**src/rtl/instruction_issue_pkg.sv**
```systemverilog
// Shared types for the ID->IX interface: execution pipe encoding, decoded
// instruction payload, and register-file geometry.
package instruction_issue_pkg;

    localparam int REG_WIDTH     = 5;
    localparam int NUM_REGS      = 32;
    localparam int NUM_EXE_PIPES = 4;

    localparam int EXE_PIPE_ID_ALU = 0;
    localparam int EXE_PIPE_ID_MUL = 1;
    localparam int EXE_PIPE_ID_DIV = 2;
    localparam int EXE_PIPE_ID_LSU = 3;

    // One-hot encoding: bit EXE_PIPE_ID_x selects pipe x, so it doubles as the ix_valid pattern.
    typedef enum logic [NUM_EXE_PIPES-1:0] {
        EXE_PIPE_INVALID = 4'b0000,
        EXE_PIPE_ALU     = 4'b0001,
        EXE_PIPE_MUL     = 4'b0010,
        EXE_PIPE_DIV     = 4'b0100,
        EXE_PIPE_LSU     = 4'b1000
    } exe_pipe_e;

    typedef struct packed {
        logic [REG_WIDTH-1:0] a1;
        logic [REG_WIDTH-1:0] a2;
        logic [REG_WIDTH-1:0] rd;
        logic                 register_write;
        exe_pipe_e            exe_pipe;
        logic [2:0]           funct3;
        logic [31:0]          imm;
    } id_ix_inf_t;

endpackage

```
**src/rtl/instruction_issue_chk.sv**
```systemverilog
// Runtime checks for the issue stage: no dropped pushes, dispatch strobe one-hot.
module instruction_issue_chk #(
    parameter int NP = 4
) (
    input logic          clk,
    input logic          rst,
    input logic          push_err_i,
    input logic [NP-1:0] ix_valid_i
);

    // Sampled every cycle outside reset.
    always_ff @(posedge clk) begin
        if (!rst) begin
            assert (!push_err_i) else $error("issue queue overflow: instruction dropped");
            assert ($onehot0(ix_valid_i)) else $error("ix_valid not one-hot");
        end
    end

endmodule

```
**src/rtl/issue_queue.sv**
```systemverilog
// Generic synchronous FIFO with flush; a push while full is accepted only
// when a pop happens in the same cycle, otherwise it is dropped and flagged.
module issue_queue #(
    parameter int DEPTH = 4,
    parameter int WIDTH = 8,
    localparam int AW   = $clog2(DEPTH)
) (
    input  logic             clk,
    input  logic             rst,
    input  logic             flush_i,
    input  logic             push_i,
    input  logic [WIDTH-1:0] data_i,
    input  logic             pop_i,
    output logic [WIDTH-1:0] data_o,
    output logic [AW:0]      count_o,
    output logic             push_err_o
);

    localparam logic [AW:0]   DEPTH_C = (AW+1)'(DEPTH);
    localparam logic [AW:0]   ONE_C   = (AW+1)'(1);
    localparam logic [AW-1:0] ONE_P   = AW'(1);

    logic [WIDTH-1:0] mem_q [DEPTH];
    logic [AW-1:0]    wr_ptr_q, wr_ptr_d;
    logic [AW-1:0]    rd_ptr_q, rd_ptr_d;
    logic [AW:0]      count_q, count_d;
    logic             push_ok_s;
    logic             pop_ok_s;

    assign push_ok_s  = push_i && ((count_q < DEPTH_C) || pop_i);
    assign pop_ok_s   = pop_i && (count_q != '0);
    assign push_err_o = push_i && !push_ok_s && !flush_i;
    assign data_o     = mem_q[rd_ptr_q];
    assign count_o    = count_q;

    // Next-state for pointers and occupancy; flush empties the queue outright.
    always_comb begin
        wr_ptr_d = wr_ptr_q;
        rd_ptr_d = rd_ptr_q;
        count_d  = count_q;
        if (flush_i) begin
            wr_ptr_d = '0;
            rd_ptr_d = '0;
            count_d  = '0;
        end else begin
            wr_ptr_d = push_ok_s ? (wr_ptr_q + ONE_P) : wr_ptr_q;
            rd_ptr_d = pop_ok_s  ? (rd_ptr_q + ONE_P) : rd_ptr_q;
            case ({push_ok_s, pop_ok_s})
                2'b10:   count_d = count_q + ONE_C;
                2'b01:   count_d = count_q - ONE_C;
                default: count_d = count_q;
            endcase
        end
    end

    // Pointer and count registers.
    always_ff @(posedge clk) begin
        if (rst) begin
            wr_ptr_q <= '0;
            rd_ptr_q <= '0;
            count_q  <= '0;
        end else begin
            wr_ptr_q <= wr_ptr_d;
            rd_ptr_q <= rd_ptr_d;
            count_q  <= count_d;
        end
    end

    // Payload storage is not reset; only slots below count are ever read.
    always_ff @(posedge clk) begin
        if (push_ok_s && !flush_i) begin
            mem_q[wr_ptr_q] <= data_i;
        end
    end

endmodule

```
**src/rtl/instruction_issue.sv**
```systemverilog
// Issue stage: in-order queue, register scoreboard and single-pipe dispatch
// of the queue head once operands are free and the target pipe is ready.
module instruction_issue
    import instruction_issue_pkg::*;
#(
    parameter int QUEUE_DEPTH  = 4,
    parameter int STALL_MARGIN = 2
) (
    input  logic                     clk,
    input  logic                     rst,
    input  logic                     wb_do_branch,
    input  logic                     id_valid,
    input  id_ix_inf_t               id_ix_inf,
    input  logic                     wb_valid,
    input  logic [REG_WIDTH-1:0]     wb_rd,
    input  logic [NUM_EXE_PIPES-1:0] pipe_ready,
    output logic                     ix_stall,
    output logic [NUM_EXE_PIPES-1:0] ix_valid,
    output id_ix_inf_t               ix_inf
);

    localparam int              CW        = $clog2(QUEUE_DEPTH) + 1;
    localparam int              IW        = $bits(id_ix_inf_t);
    localparam logic [CW-1:0]   STALL_LVL = CW'(QUEUE_DEPTH - STALL_MARGIN);

    logic                       push_s;
    logic                       dispatch_s;
    logic                       push_err_s;
    logic [IW-1:0]              head_bits_s;
    id_ix_inf_t                 head_s;
    logic [CW-1:0]              count_s;
    logic [NUM_REGS-1:0]        busy_q, busy_d;
    logic [NUM_EXE_PIPES-1:0]   ix_valid_q, ix_valid_d;
    id_ix_inf_t                 ix_inf_q;

    assign push_s = id_valid && !wb_do_branch && (id_ix_inf.exe_pipe != EXE_PIPE_INVALID);

    issue_queue #(
        .DEPTH (QUEUE_DEPTH),
        .WIDTH (IW)
    ) u_queue (
        .clk        (clk),
        .rst        (rst),
        .flush_i    (wb_do_branch),
        .push_i     (push_s),
        .data_i     (id_ix_inf),
        .pop_i      (dispatch_s),
        .data_o     (head_bits_s),
        .count_o    (count_s),
        .push_err_o (push_err_s)
    );

    assign head_s = id_ix_inf_t'(head_bits_s);

    // Dispatch needs a head with free sources, free destination, and its pipe ready.
    always_comb begin
        dispatch_s = (count_s != '0)
                  && !busy_q[head_s.a1]
                  && !busy_q[head_s.a2]
                  && !(head_s.register_write && busy_q[head_s.rd])
                  && (|(pipe_ready & head_s.exe_pipe));
        ix_valid_d = (dispatch_s && !wb_do_branch) ? head_s.exe_pipe : '0;
    end

    // Scoreboard: writeback clear first, then dispatch set; x0 is never busy.
    always_comb begin
        busy_d = '0;
        for (int r = 1; r < NUM_REGS; r++) begin
            busy_d[r] = !wb_do_branch
                     && ((dispatch_s && head_s.register_write && (head_s.rd == REG_WIDTH'(r)))
                      || (busy_q[r] && !(wb_valid && (wb_rd == REG_WIDTH'(r)))));
        end
    end

    // Control state registers.
    always_ff @(posedge clk) begin
        if (rst) begin
            busy_q     <= '0;
            ix_valid_q <= '0;
        end else begin
            busy_q     <= busy_d;
            ix_valid_q <= ix_valid_d;
        end
    end

    // Dispatched payload; only meaningful while ix_valid is set.
    always_ff @(posedge clk) begin
        if (dispatch_s) begin
            ix_inf_q <= head_s;
        end
    end

    assign ix_valid = ix_valid_q;
    assign ix_inf   = ix_inf_q;
    assign ix_stall = (count_s >= STALL_LVL);

    instruction_issue_chk #(
        .NP (NUM_EXE_PIPES)
    ) u_chk (
        .clk        (clk),
        .rst        (rst),
        .push_err_i (push_err_s),
        .ix_valid_i (ix_valid_q)
    );

endmodule
```
**config.mk**
```make
export PLATFORM = sky130hd
export DESIGN_NAME = instruction_issue
export DESIGN_NICKNAME = d
export VERILOG_FILES = /design/src/rtl/instruction_issue_pkg.sv /design/src/rtl/instruction_issue_chk.sv /design/src/rtl/issue_queue.sv /design/src/rtl/instruction_issue.sv
export SDC_FILE = /design/constraint.sdc
export NUM_CORES = 1
export LEC_CHECK = 0
export ABC_CLOCK_PERIOD_IN_PS = 10900
export BUFFER_PORTS_ARGS = -buffer_cell sky130_fd_sc_hd__buf_2
export CORE_ASPECT_RATIO = 1.5
export CORE_MARGIN = 1.5
export CORE_UTILIZATION = 40
export CTS_CLUSTER_DIAMETER = 50
export CTS_CLUSTER_SIZE = 24
export DETAILED_ROUTE_END_ITERATION = 10
export PLACE_DENSITY = 0.62
export SYNTH_ARGS = -nofsm -noshare
export SYNTH_HDL_FRONTEND = slang
export SYNTH_SLANG_ARGS = --single-unit
```
**constraint.sdc**
```tcl
create_clock -name clk -period 10.9 [get_ports clk]
set_input_delay 2.725 -clock clk [delete_from_list [all_inputs] [get_ports clk]]
set_output_delay 2.725 -clock clk [all_outputs]
set_load 0.05 [all_outputs]
```
==> impl_results.md <==
- Outcome: complete, no violations
- Mux contribution to synthesized area: 0.142
- Post-CTS setup buffers: 0
- Skew-Pair Late Insertion Delay: ~560 ps
- Post-CTS sizing: 0
- Initial Utilization: 0.406
- Xor/xnor cell area share of the yosys netlist: 0.00208
- Area share of the largest cell type after synthesis: 0.655
- Area Growth Syn to Fin: 15.7%
- DR iter-0 viols: ~480
- Crit-path max FO: between 50 and 60
- Worst slew pin tran: 891 ps
- Max Root-Sink Buffers: 3
- Vias in the first global route: between 6000 and 7000
- First-pass iteration count of the detailed router: 5
- Setup TNS: 0 ps
- Cells on Worst Hold Path: 2
- Row Count: a little under 80
- Yosys warning count: 0
- Synth Area in Compound Gates: 0.0492
- Die width: 148 um
- Post-synthesis adder-cell area fraction: 0.00655
- Synth Area in Simple Gates: 0.0550
- Max incr delay on CP: between 700 and 800 ps
- Async SR Flop Fraction: 0
- Min-delay worst type: register to register
- Mapped Nets: around 790
- I/O Buffers: around 130
- # DRC: 0
- Critical path depth: 7
- Core ar.: 31000 um2
- Cells after Synth: 710
- Internal power: roughly 1.9 mW
- Sequential area share after synthesis: 0.725
- Largest family of logic cells by synthesized area: multiplexers
- Worst relative slew slack: 0.406
- Mapped Area: roughly 13000 um2
- Clock Skew: about 33 ps
- EDFF count, synth: around 280
- Vias: ~6700
- WL/cell: 21.1 um
- Chip Height: between 200 and 250 um
- Final setup viols: 0
- Largest net degree at the start of global routing: 57
- Sinks on Clock Net: 319
- Static Leakage: between 4 and 5 nW
- First-pass GRT wire length: between 40000 and 50000 um
- CTS tree: yes
- Crit end category: register
- Worst VDD drop: between 0.00015 and 0.0002 V
- Clk slew on worst S/H paths: 80 ps
- Top delay family on crit path: compound AO/OA/AOI/OAI gates
- Max-slew violation count: 0
- Synth cell types: 56
- Critical path class: input port to register
- Crit path buffers/inverters: 1
- Critical path's slowest cell: and2_4
- Util after Layout: 0.470
- Clk root buf: clkbuf_16
- Predominant post-synthesis flop cell: edfxtp_1
- GRT Util Overall: 0.164
- Worst Path Arrival: between 5000 and 6000 ps
- Startpoint types: input port
- Overflow left after global routing: 0
- Hold_buf cts: 0
- P_sw: ~0.59 mW
- Share of cells above drive strength 1: 0.298
- Detailed placement HPWL: roughly 17000 um
- Commonest non-fill, non-tap cells in the layout: edfxtp_1, buf_2, mux4_2, mux2i_1, dfxtp_1
- Commonest non-fill, non-tap cell in the layout: edfxtp_1
- Net count, final: between 900 and 1000
- CTS buffer count: 26
- RSZ-0062 raised after global routing: no
- Final Cycle Share: 0.475
- H-tree depth: 1
- Largest area contributor in the netlist: edfxtp_1
- Synth Register Bits: roughly 320
- Routability cong.: 0.864
- Cell Chain, Critical Path: buf_2 > a22oi_1 > a2bb2oi_1 > o211ai_1 > o41a_1 > nor2_1 > and2_4
- Most area-consuming cells after synthesis: edfxtp_1, mux4_2, dfxtp_1, mux2i_1, o21ai_0
- Syn Area/Cell: 17.8 um2
- Initial antenna violation count: 4
- Power per cell area: approximately 170 nW/um2
- DIE AREA: around 33000 um2
- Routed WL: 26700 um
- Comb power frac: 0.044
- Fmax achieved: between 150 and 200 MHz
- Clock share of power: 0.417
- I/O pin total: 129
- R2R cell count: 15
- Sequential power share: 0.540
- Tmin final: about 5200 ps
- Worst EP required: 11070 ps
- DR vias/cell: roughly 5.3
- Final Hold Vio Count: 0
- MaxCap Viol Count: 0
- Sw frac: 0.237
- Post-DRT Antenna Nets: 0
-- metrics by stage --
step	area (um2)	setup WS (ps)	total power, mW	instances	hold slack, ps
2_1_floorplan	12600	1890	1.44	710	460
3_3_place_gp	13600	5230	1.48	1214	494
3_5_place_dp	13600	5180	1.48	1214	509
4_1_cts	14600	5620	2.52	1262	529
5_1_grt	14600	5320	2.57	1263	554
6_report	14600	5720	2.49	1263	524
-- flip-flops by register name, summed over array words and instances, names as in the netlist, named ones only --
name,cells
busy_q,31
u_queue.rd_ptr_q,2
u_queue.wr_ptr_q,2
u_queue.mem_q,220
ix_valid,4
u_queue.count_o,3
ix_inf,55
-- area by class of cell --
cell class	instances	area (um2)
multi-input combinational	345	3230
tap	405	507
timing repair buffer	133	678
antenna	1	2.50
clock inverter	21	295
inverter	12	45.0
clock buffer	27	676
fill	2721	16500
sequential	319	9150
-- synth_stat cells (2+ instances only) --
library cell / number
nor2b_1: 6
and3_1: 5
o211ai_1: 7
a31oi_1: 2
and2_1: 7
nand4b_1: 2
buf_4: 5
or3_1: 2
o22ai_1: 7
nand4_1: 6
nand3_1: 23
mux4_2: 53
o21ai_0: 35
mux2i_1: 49
buf_6: 7
a22oi_1: 7
nor4_1: 2
dfxtp_1: 44
nor2_1: 19
mux4_1: 3
nand3b_1: 3
buf_2: 7
a21oi_1: 25
o311ai_0: 3
xor2_1: 2
nand2_1: 25
ha_1: 5
or2_2: 5
edfxtp_1: 275
buf_1: 3
nand2b_1: 20
clkbuf_1: 12
inv_1: 11
-- routing by layer --
metal  GRT usage  wire length [um]  share of wire  vias up
met1       0.195             10400           0.39     3375
met2       0.291             13900           0.52      189
met4      0.0799              1150          0.043        4
met5           0                23        0.00086        -
li1            -                 -              -     3098
met3      0.0258              1230          0.046       59
-- power groups by stage --
stage	Clock [mW]	Sequential [mW]	Combinational, mW
after floorplan	0	1.39	0.0544
after global placement	0	1.37	0.108
after detailed placement	0	1.37	0.109
after CTS	1.06	1.35	0.109
after global routing	1.10	1.35	0.117
final	1.04	1.35	0.109
-- final timing paths --
| kind | slack [ps] | start | end |
|---|---|---|---|
| worst min-delay path | 520 | u_queue.count_o[1] | u_queue.count_o[1] |
| worst max-delay path | 5720 | pipe_ready[0] | u_queue.mem_q[3][46] |
| worst max register to register | 5740 | register | u_queue.count_o[2] |
| worst min register to register | 520 | u_queue.count_o[1] | u_queue.count_o[1] |
-- worst min-delay path: cells and delay by family (launching register included) --
family	cells	cell delay (ps)
simple gates	1	70
flops	1	350
compound gates	1	70
-- cells by family (layout without fill, tap and decap cells) --
family                     after synthesis  after routing
and+or+nand+nor                        130            130
DFF                                    319            319
xor gates and xnor gates                 3              3
other                                    0              1
muxes                                  107            107
adders and majority gates                6              6
buffers and inverters                   46            193
AOI/OAI and AO/OA                       99             99
No activity file was read; power rests on OpenSTA's default activity.
